## src/rtl/wb_uart_tx.sv

```systemverilog
// Purpose : capture core write-back words in a FIFO and send each one out as four 8N1 UART bytes, MSB byte first.
// Latency : a word pushed into an empty FIFO while idle is popped one clock later, and tx falls on that same edge.
//           A word takes 40*CLKS_PER_BIT line cycles, then one idle cycle with tx=1 follows it.
// Backpr. : there is no backpressure. A valid word that arrives while the FIFO is full is dropped, and overflow latches.
//
// Ports:
//   clk        - system clock, rising edge
//   reset      - synchronous, active-low
//   en         - capture enable; when low, wb_valid is ignored
//   wb_valid   - qualifies wb_data for one cycle
//   wb_data    - 32-bit write-back value
//   tx         - registered UART serial out, idle high
//   busy       - registered, high while a word is on the line (START/DATA/STOP)
//   fifo_count - words currently queued (one extra bit so full and empty differ)
//   overflow   - sticky drop flag, cleared only by reset
module wb_uart_tx #(
  parameter int CLKS_PER_BIT = 868,
  parameter int FIFO_DEPTH   = 8
) (
  input  logic                          clk,
  input  logic                          reset,
  input  logic                          en,
  input  logic                          wb_valid,
  input  logic [31:0]                   wb_data,
  output logic                          tx,
  output logic                          busy,
  output logic [$clog2(FIFO_DEPTH):0]   fifo_count,
  output logic                          overflow
);

  localparam int AW = $clog2(FIFO_DEPTH);
  localparam int CW = AW + 1;
  localparam int BW = $clog2(CLKS_PER_BIT);

  localparam logic [BW-1:0] BAUD_LAST = BW'(CLKS_PER_BIT - 1);
  localparam logic [CW-1:0] DEPTH_C   = CW'(FIFO_DEPTH);

  typedef enum logic [1:0] {
    S_IDLE  = 2'd0,
    S_START = 2'd1,
    S_DATA  = 2'd2,
    S_STOP  = 2'd3
  } state_t;

  state_t r_state;
  state_t w_state_nxt;

  // Capture FIFO
  logic [31:0]   r_mem [FIFO_DEPTH];
  logic [AW-1:0] r_wr_ptr;
  logic [AW-1:0] r_rd_ptr;
  logic [CW-1:0] r_count;
  logic          r_overflow;

  // Serialiser
  logic [31:0]   r_hold;
  logic [1:0]    r_byte_idx;
  logic [2:0]    r_bit_idx;
  logic [BW-1:0] r_baud;
  logic          r_tx;
  logic          r_busy;

  logic          w_push_req;
  logic          w_full;
  logic          w_push;
  logic          w_pop;
  logic          w_baud_end;
  logic [7:0]    w_cur_byte;
  logic [2:0]    w_bit_nxt;
  logic          w_tx_nxt;

  // Fullness uses the count before the edge. A pop on the same edge does not
  // free a slot for the incoming word.
  assign w_push_req = wb_valid & en;
  assign w_full     = (r_count == DEPTH_C);
  assign w_push     = w_push_req & ~w_full;
  assign w_pop      = (r_state == S_IDLE) && (r_count != '0);
  assign w_baud_end = (r_baud == BAUD_LAST);
  assign w_bit_nxt  = r_bit_idx + 3'd1;

  // Byte 0 is the most significant byte of the held word.
  always_comb begin
    w_cur_byte = r_hold[31:24];
    case (r_byte_idx)
      2'd0:    w_cur_byte = r_hold[31:24];
      2'd1:    w_cur_byte = r_hold[23:16];
      2'd2:    w_cur_byte = r_hold[15:8];
      default: w_cur_byte = r_hold[7:0];
    endcase
  end

  // FSM state register
  always_ff @(posedge clk) begin
    if (!reset) begin
      r_state <= S_IDLE;
    end else begin
      r_state <= w_state_nxt;
    end
  end

  // Next state and next line level. tx is registered, so the level for the
  // state being entered is computed here and loaded on the same edge as the
  // state change.
  always_comb begin
    w_state_nxt = r_state;
    w_tx_nxt    = r_tx;
    case (r_state)
      S_IDLE: begin
        w_tx_nxt = 1'b1;
        if (w_pop) begin
          w_state_nxt = S_START;
          w_tx_nxt    = 1'b0;
        end
      end
      S_START: begin
        if (w_baud_end) begin
          w_state_nxt = S_DATA;
          w_tx_nxt    = w_cur_byte[0];
        end
      end
      S_DATA: begin
        if (w_baud_end) begin
          if (r_bit_idx == 3'd7) begin
            w_state_nxt = S_STOP;
            w_tx_nxt    = 1'b1;
          end else begin
            w_tx_nxt    = w_cur_byte[w_bit_nxt];
          end
        end
      end
      default: begin // S_STOP
        if (w_baud_end) begin
          if (r_byte_idx != 2'd3) begin
            w_state_nxt = S_START;
            w_tx_nxt    = 1'b0;
          end else begin
            w_state_nxt = S_IDLE;
            w_tx_nxt    = 1'b1;
          end
        end
      end
    endcase
  end

  // FIFO storage is not reset, because the pointers and count define which
  // entries are valid.
  always_ff @(posedge clk) begin
    if (w_push) begin
      r_mem[r_wr_ptr] <= wb_data;
    end
  end

  always_ff @(posedge clk) begin
    if (!reset) begin
      r_wr_ptr   <= '0;
      r_rd_ptr   <= '0;
      r_count    <= '0;
      r_overflow <= 1'b0;
      r_hold     <= '0;
      r_byte_idx <= '0;
      r_bit_idx  <= '0;
      r_baud     <= '0;
      r_tx       <= 1'b1;
      r_busy     <= 1'b0;
    end else begin
      if (w_push) begin
        r_wr_ptr <= r_wr_ptr + AW'(1);
      end

      if (w_pop) begin
        r_rd_ptr   <= r_rd_ptr + AW'(1);
        r_hold     <= r_mem[r_rd_ptr];
        r_byte_idx <= '0;
      end else if ((r_state == S_STOP) && w_baud_end && (r_byte_idx != 2'd3)) begin
        r_byte_idx <= r_byte_idx + 2'd1;
      end

      case ({w_push, w_pop})
        2'b10:   r_count <= r_count + CW'(1);
        2'b01:   r_count <= r_count - CW'(1);
        default: r_count <= r_count;
      endcase

      if (w_push_req && w_full) begin
        r_overflow <= 1'b1;
      end

      // The baud counter stays at zero while idle. Every state change happens
      // on a wrap, so each new bit period starts counting from 0.
      if ((r_state == S_IDLE) || w_baud_end) begin
        r_baud <= '0;
      end else begin
        r_baud <= r_baud + BW'(1);
      end

      if (r_state == S_START) begin
        r_bit_idx <= '0;
      end else if ((r_state == S_DATA) && w_baud_end) begin
        r_bit_idx <= w_bit_nxt;
      end

      r_tx   <= w_tx_nxt;
      r_busy <= (w_state_nxt != S_IDLE);
    end
  end

  assign tx         = r_tx;
  assign busy       = r_busy;
  assign fifo_count = r_count;
  assign overflow   = r_overflow;

endmodule

```

## config.mk

```make
export PLATFORM = sky130hd
export DESIGN_NAME = wb_uart_tx
export DESIGN_NICKNAME = d
export VERILOG_FILES = /design/src/rtl/wb_uart_tx.sv
export SDC_FILE = /design/constraint.sdc
export NUM_CORES = 1
export LEC_CHECK = 0
export CAP_MARGIN = 20
export CORE_MARGIN = 2
export CORE_UTILIZATION = 46
export CTS_CLUSTER_DIAMETER = 40
export DETAILED_ROUTE_END_ITERATION = 10
export PLACE_DENSITY_LB_ADDON = 0.25
export RECOVER_POWER = 50
export SYNTH_ARGS = -nofsm -noshare
export SYNTH_HDL_FRONTEND = slang
export SYNTH_SLANG_ARGS = --single-unit
```

## constraint.sdc

```tcl
create_clock -name clk -period 8.4 [get_ports clk]
set_clock_uncertainty 0.2 [all_clocks]
set_input_delay 1.26 -clock clk [delete_from_list [all_inputs] [get_ports clk]]
set_output_delay 1.26 -clock clk [all_outputs]
set_load 0.03 [all_outputs]
```

# Word level (Yosys, flattened, before mapping)
# Memories as Yosys holds them, arrays and structs flattened. A register that Yosys moved wholly into a read port is not among the register bits.
# Cells that the tools add are included.
# totals
register_bits	30
mem_bits_rw	256
input_bits	36
output_inout_bits	7
word_cells	73
memories	1
# op_classes
add_sub_neg	7
magnitude_cmp	1
n_eq_ne	13
mux	20
n_bitwise	4
reduce_logical	17
# memory_table
name	words	width	rd	rd_ports_with_merged_regs	wr	line_no	rtl
r_mem	8	32	1	1	1	49	logic [31:0] r_mem [FIFO_DEPTH];
# ops
operator	count
8-bit case mux with 3 select lines	1
10-bit by 1-bit adder with 10-bit output, second input constant	1
10-bit == test, second input constant	1
1-bit two-way mux	10
2-bit two-way mux	5
3-bit by 1-bit adder with 3-bit output, second input constant	3
2-bit == test, second input constant	4
4-bit case mux with 2 select lines	1
2-bit by 1-bit == test with 1-bit output, second input constant	3
2-bit != test, second input constant	3
2-bit case mux with 3 select lines	1
2-bit nonzero test	3
2-bit OR reduction	3
1-bit logical AND	5
4-bit by 1-bit adder with 4-bit output, second input constant	1
4-bit == test, second input constant	1
2-bit logical NOT	2
3-bit by 4-bit less-than comparator with 1-bit output, second input constant	1
4-bit nonzero test	1
4-bit by 1-bit subtractor with 4-bit output, second input constant	1
1-bit binary-select mux with 3-bit select	1
3-bit == test, second input constant	1
1-bit case mux with 3 select lines	1
3-bit AND reduction	1
5 further kinds	7

# Longest topological paths before layout
# Gate-level depths: netlist of the first run.
# depth
ltp_word	7
depth_mapped	12
ltp_nobuf	10

# Worst setup path after synthesis of the first run
# OpenSTA, ideal clock, no wires.
# synth_path
path_type	input to register
start	input port wb_valid
end	memory r_mem[0][0], enable pin
setup_time_ns	0.461
arrival_time_ns	3.944
required_time_ns	7.739
slack_ns	3.795
path_stages	4
path_buffers	0
cell_sequence	nand2_1 > a21oi_1 > nand2b_1 > nor3_1
# synth_via
elab_chain_cells	4
# synth_rtl
item	line_no	rtl
start, declared	23	input logic wb_valid,
1-bit AND	74	assign w_push_req = wb_valid & en;
1-bit AND	76	assign w_push = w_push_req & ~w_full;
1-bit two-way mux	148	if (w_push) begin
1-bit two-way mux (implied by the code)	149	r_mem[r_wr_ptr] <= wb_data;
end, declared	49	
# Every way passes these cells.

# Worst setup path after layout of the first run
# layout_path
start	input port wb_valid
end	register r_count[3] (netlist: fifo_count[3])
# layout_via
elab_chain_cells	4
elab_cells_between_ends	6
classes_between	eq/ne: 2; mux: 1; bitwise: 2; reduce/logical: 1
# layout_rtl
item	line_no	rtl
1-bit AND (*)	74	
1-bit AND (*)	76	
2-bit by 1-bit == test with 1-bit output or 2-bit == test (tied branches)	178	case ({w_push, w_pop})
4-bit case mux with 2 select lines or 2-bit nonzero test (tied branches)	--	
end signal, assigned	179	2'b10: r_count <= r_count + CW'(1);
end signal, assigned	180	2'b01: r_count <= r_count - CW'(1);
end signal, assigned	181	default: r_count <= r_count;
end, declared	52	logic [CW-1:0] r_count;
# Every way passes the cells marked *; elsewhere a longest branch is shown, timed or not.
# A chain may end at the register's enable or synchronous reset.

==> run metrics, run 1 <==
RR Startpoint=fifo_count[0]; count of input and output buffers=42; DPL Wire Length=13.0 mm; final estimated routing congestion in global placement=about 0.73; GR Util All Layers=16.9%; cell with the most instances on the worst path=sky130_fd_sc_hd__a21oi_1; slowest stage cell, crit path=sky130_fd_sc_hd__dlygate4sd3_1; largest fanout on the critical path=5; Clock Sinks=approximately 320; crit-path cells=dlygate4sd3_1, nand2_1, a21oi_1, inv_1, ha_1, ha_1, a21o_1, a21oi_1, xnor2_1, or3_1, a21oi_1; area added between synthesis and finish=17.5%; hold violation total from the final report=0; Max Freq=275 MHz; worst vdd ir=around 0.16 mV; area of the mapped netlist=between 10000 and 15000 um^2; setup TNS=0 ps; layout cell share with drive strength beyond 1=approximately a fifth; Worst Path Required=about 8600 ps; most common cell after layout, fill and taps aside=sky130_fd_sc_hd__edfxtp_1; Final #Nets=approximately 800; transition time of the tightest slew-check pin=roughly 1400 ps; count of TritonRoute iterations in the first routing pass=6; top flip-flop cell by instance count after synthesis=sky130_fd_sc_hd__edfxtp_1; kind of cell adding the most delay to the critical path=compound AO/OA/AOI/OAI gates; RSZ-0062 raised after global routing=false; Synth Net Count=around 750; pin count of the biggest net entering global routing=69; reported leakage power=roughly 4.6 nW; power density over cell area=between 200 and 300 nW/um^2; average via count per standard cell=around 5.5; Critical R2R Capture=fifo_count[3]; final worst path period share=~43%; Worst Reg2Reg Path Length in Cells=10; arrival time of data at the critical path endpoint=just under 4000 ps; destination of the worst hold path=overflow; critical path's largest stage delay=between 500 and 600 ps; first-pass GRT wire length=around 37 mm; number of global-route vias before repair=around 6600; root buffer cell=sky130_fd_sc_hd__clkbuf_16; latest clock arrival within the worst-skew pair=520 ps; commonest cells after routing, fill and taps aside=sky130_fd_sc_hd__edfxtp_1 (256), sky130_fd_sc_hd__mux4_2 (65), sky130_fd_sc_hd__dfxtp_1 (59); hold depth=1; clock tree from TritonCTS=built; count of inserted antenna diode cells=0; CP Class=in2reg; Max-cap violations=0; die extent in x=about 170 um; Max Transition Viols Final=0; number of inserted filler cells in the final layout=around 2100; Remaining DRCs=0; number of enable flip-flop cells after synthesis=about 260; fraction of synthesis flops using an asynchronous set or reset pin=0%; final routed wire length divided by cell count=between 20 and 25 um; top post-synthesis cells by area=sky130_fd_sc_hd__edfxtp_1 (62%), sky130_fd_sc_hd__mux4_2 (12%), sky130_fd_sc_hd__dfxtp_1 (10%), sky130_fd_sc_hd__mux2i_1 (3.1%), sky130_fd_sc_hd__a211oi_1 (1.9%); Post-Syn Instances=between 600 and 700; maximum level of the CTS H-tree=2; type of element capturing the critical path=flop; post-synth top area cell=sky130_fd_sc_hd__edfxtp_1; violation count after the first detailed-routing iteration=between 400 and 500; Finished Layout Cells=1126; startpoint kind of the worst setup timing path=input pin; clock-pin slew reported for the worst setup and hold paths after clock tree synthesis=approximately 50 ps; count of standard-cell rows=60; r2r setup slk=5420 ps; Congestion Overflow GR=0; TritonCTS Buffers=39; effective utilization at floorplan=a little under half; die span in y=168 um; synth unique cells=47; total setup violations reported at the end of the flow=0; minimum clock period after layout=3630 ps; tightest slew margin relative to the limit=4.44%; result of the run=complete, no violations; count of hold-fix buffers inserted at cts=0; Seq/Total Area, Yosys=72.1%; Tot Pwr=0.00423 W; average instance area after synthesis=approximately 18 um^2; number of antenna violations at the first check in global routing=0; Seq cells post-synth=318; classification of the worst-slack hold path=reg2reg; Antenna Nets Post-Route=0; buffer count from post-CTS setup fixing=0; startpoint of the most critical hold path=overflow; count of synthesis-stage warnings from yosys=0; Max Root-Sink Buffers=3; post-detailed-routing wire length=roughly 23 mm; buffers plus inverters on the worst setup path=2; number of vias in the routed layout=between 6000 and 7000; Synth top area share=62.1%; die footprint=between 20000 and 30000 um^2; post-cts gate resize count=0; Top Ports=43; area of the placeable core=roughly 27000 um^2; total placed cells including tap cells=around 1100
[synth_stat cells, types with 3 or more instances]
library cell               instances
sky130_fd_sc_hd__and2_1            5
sky130_fd_sc_hd__o21ai_0           4
sky130_fd_sc_hd__a211oi_1         32
sky130_fd_sc_hd__inv_1            14
sky130_fd_sc_hd__mux2i_1          38
sky130_fd_sc_hd__buf_4             5
sky130_fd_sc_hd__xor2_1            5
sky130_fd_sc_hd__nand3_1           5
sky130_fd_sc_hd__ha_1             12
sky130_fd_sc_hd__nand2b_1          6
sky130_fd_sc_hd__a22oi_1           3
sky130_fd_sc_hd__edfxtp_1        256
sky130_fd_sc_hd__nor2_1           61
sky130_fd_sc_hd__xnor2_1          11
sky130_fd_sc_hd__mux4_2           65
sky130_fd_sc_hd__a21oi_1          14
sky130_fd_sc_hd__or3_1             3
sky130_fd_sc_hd__buf_1             8
sky130_fd_sc_hd__dfxtp_1          62
sky130_fd_sc_hd__clkbuf_1         16
sky130_fd_sc_hd__nor3_1            4
sky130_fd_sc_hd__buf_2             8
sky130_fd_sc_hd__a222oi_1          5
sky130_fd_sc_hd__and3_1            4
sky130_fd_sc_hd__nand2_1          24
[layout make-up]
| cell class | instances | area, um^2 | share of cell area (%) |
|---|---|---|---|
| tap | 341 | 427 | 2.93 |
| sequential | 318 | 8930 | 61.4 |
| clock buffer | 46 | 1020 | 7.03 |
| multi-input combinational | 325 | 3270 | 22.5 |
| clock inverter | 26 | 249 | 1.71 |
| inverter | 16 | 60.1 | 0.413 |
| timing repair buffer | 54 | 588 | 4.04 |
[power by group]
part / switching [W] / internal [W] / total [W] / leakage, nW
logic: 0.000374 / 0.000348 / 0.000722 / 1.17
registers: 0.0000952 / 0.00180 / 0.00189 / 2.82
clock network: 0.000634 / 0.000980 / 0.00161 / 0.621
[flip-flops by register name, indices dropped and copies added, names as in the netlist]
signal      flops
r_mem         256
r_hold         32
r_baud         10
fifo_count      4
r_bit_idx       3
r_rd_ptr        3
r_wr_ptr        3
r_byte_idx      2
r_state         2
busy            1
overflow        1
tx              1
[cell families (layout without fill, tap and decap cells)]
logic type | count (synthesis) | after routing | share of synthesized area, %
compound gates | 70 | 70 | 4.00
xor+xnor | 16 | 16 | 1.13
fa+ha+maj | 13 | 13 | 1.37
buf+inv | 54 | 142 | 1.93
flops | 318 | 318 | 72.1
mux | 104 | 104 | 15.0
simple gates | 122 | 122 | 4.50
[layer usage]
| layer | wire length, um | vias to the layer above | GRT usage (%) |
|---|---|---|---|
| met4 | 522 | 0 | 5.28 |
| met5 | 0 | - | 0 |
| li1 | - | 2882 | - |
| met1 | 9920 | 3182 | 22.1 |
| met2 | 11600 | 128 | 28.8 |
| met3 | 1030 | 37 | 3.46 |
[worst max-delay path by stage]
stage,cells past startpoint,startpoint,slack [ps],to
after global routing,11,wb_valid,4620,fifo_count[3]
after floorplan,4,wb_valid,3790,r_mem[0][0]
after CTS,5,wb_valid,4850,r_mem[4][5]
final,11,wb_valid,4770,fifo_count[3]
after global placement,5,wb_valid,4400,r_mem[5][0]
after detailed placement,5,en,4320,r_mem[4][30]
[metrics by stage]
| stage | hold WS [ps] | utilization, % | instance area (um^2) | setup slack (ps) |
|---|---|---|---|---|
| floorplan | 230 | - | 12400 | 3790 |
| CTS | 265 | 54.1 | 14500 | 4850 |
| finish | 263 | 54.4 | 14600 | 4770 |
| detailed placement | 252 | 49.3 | 13200 | 4320 |
| global route | 280 | 54.4 | 14600 | 4620 |
| global placement | 244 | 49.3 | 13200 | 4400 |
Power figures use the tool's default switching activity.
==> run 2: changes to the inputs <==
==> constraint.sdc (replaced) <==
create_clock -name clk -period 3 [get_ports clk]
set_clock_uncertainty 0.2 [all_clocks]
set_input_delay 0.45 -clock clk [delete_from_list [all_inputs] [get_ports clk]]
set_output_delay 0.45 -clock clk [all_outputs]
set_load 0.03 [all_outputs]
==> run metrics, run 2 (synthesis gave the netlist of run 1 again) <==
die footprint=around 28000 um^2; number of inserted filler cells in the final layout=2065; Worst Path Required=3230 ps; Final #Nets=a little over 800; first-pass GRT wire length=about 38 mm; area added between synthesis and finish=19.0%; placed cell area=13400 um^2; Finished Layout Cells=~1100; worst vdd ir=0.461 mV; average via count per standard cell=around 5.6; CP Class=reg2reg; arrival time of data at the critical path endpoint=between 3000 and 4000 ps; combined area of the multi-input logic cells=approximately 3300 um^2; effective utilization at floorplan=~46%; Max Freq=approximately 350 MHz; hold violation total from the final report=0; minimum clock period after layout=2830 ps; latest clock arrival within the worst-skew pair=520 ps; max FFs per register=256; most common cell after layout, fill and taps aside=sky130_fd_sc_hd__edfxtp_1; number of global-route vias before repair=~6600; count of TritonRoute iterations in the first routing pass=8; result of the run=complete, no violations; Reg with most FFs=r_mem; root buffer cell=sky130_fd_sc_hd__clkbuf_16; total placed cells including tap cells=roughly 1100; final routed wire length divided by cell count=approximately 21 um; count of inserted antenna diode cells=0; Clock Sinks=318; Max Root-Sink Buffers=3; commonest cells after routing, fill and taps aside=sky130_fd_sc_hd__edfxtp_1 (256), sky130_fd_sc_hd__mux4_2 (65), sky130_fd_sc_hd__dfxtp_1 (59); largest fanout on the critical path=6; top flop regs=r_mem x256, r_hold x32, r_baud x10; Remaining DRCs=0; startpoint kind of the worst setup timing path=flop; reported leakage power=between 4 and 5 nW; Sequential Area=~8900 um^2; layout cell share with drive strength beyond 1=20.6%; RSZ-0062 raised after global routing=false; Max Transition Viols Final=0; number of antenna violations at the first check in global routing=0; Design Area, Final=~15000 um^2; DPL Wire Length=~14 mm; Top Ports=between 40 and 50; clock tree from TritonCTS=built; die extent in x=between 150 and 200 um; Antenna Nets Post-Route=0; Congestion Overflow GR=0; count of input and output buffers=42; total setup violations reported at the end of the flow=0; final worst path period share=between 90% and 100%; worst slack at placement=-97.0 ps; tightest slew margin relative to the limit=roughly 18%; power density over cell area=around 810 nW/um^2; clock-pin slew reported for the worst setup and hold paths after clock tree synthesis=around 50 ps; number of vias in the routed layout=between 6000 and 7000; pin count of the biggest net entering global routing=68; classification of the worst-slack hold path=reg2reg; TritonCTS Buffers=41; violation count after the first detailed-routing iteration=540; GR Util All Layers=~18%; maximum level of the CTS H-tree=2; transition time of the tightest slew-check pin=1230 ps; count of standard-cell rows=60; final estimated routing congestion in global placement=roughly 0.77; final worst setup slack=~170 ps; Max-cap violations=0; die span in y=roughly 170 um; type of element capturing the critical path=flop; area of the placeable core=approximately 27000 um^2; post-detailed-routing wire length=between 20 and 25 mm
run 2: what timing repair did:
action | in CTS | in global routing
endpoints found under the setup margin | 0 | 1
hold endpoints to repair | 0 | 0
setup buffers | 0 | 0
resized for setup | 0 | 1
hold buffers | 0 | 0
run 2: per-layer routing:
layer | vias up | track usage [%] | share of wire (%)
li1 | 2905 | - | -
met1 | 3342 | 23.7 | 44
met2 | 137 | 29.3 | 50
met3 | 43 | 3.36 | 4.1
met4 | 0 | 4.99 | 2.1
met5 | - | 0 | 0
run 2: stage by stage:
step	hold slack, ps	setup TNS [ps]	util, %	total power (W)
global placement	247	0	50.3	0.00743
floorplan	230	-33350	-	0.00687
global route	282	0	55.1	0.0125
detailed placement	252	-97.0	50.3	0.00750
CTS	264	0	55.2	0.0121
finish	264	0	55.1	0.0120
run 2: report_power, final:
| group | internal [W] | switching (W) |
|---|---|---|
| sequential | 0.00503 | 0.000217 |
| clock | 0.00276 | 0.00187 |
| combinational | 0.00101 | 0.00111 |
run 2: worst paths after layout:
kind	depth (start not counted)	slack, ps	startpoint	end
setup reg to reg	10	170	fifo_count[0]	fifo_count[3]
hold / removal	1	260	r_baud[0]	r_baud[0]
hold reg to reg	1	260	r_baud[0]	r_baud[0]
setup / recovery	10	170	fifo_count[0]	fifo_count[3]
run 2: cell type report:
cell class | count | area share [%]
clock buffer | 49 | 7.23
clock inverter | 27 | 1.71
inverter | 16 | 0.408
multi-input combinational | 325 | 22.3
sequential | 318 | 60.6
tap | 341 | 2.89
timing repair buffer | 66 | 4.83
run 2: critical path, stage by stage, from the launching register on:
cell and delay [ps]:
sky130_fd_sc_hd__dfxtp_1 370, sky130_fd_sc_hd__nor4_2 360, sky130_fd_sc_hd__nand2b_1 240, sky130_fd_sc_hd__inv_2 60, sky130_fd_sc_hd__ha_1 220, sky130_fd_sc_hd__ha_1 280
sky130_fd_sc_hd__a21o_1 170, sky130_fd_sc_hd__a21oi_1 190, sky130_fd_sc_hd__xnor2_1 110, sky130_fd_sc_hd__or3_1 330, sky130_fd_sc_hd__a21oi_1 190
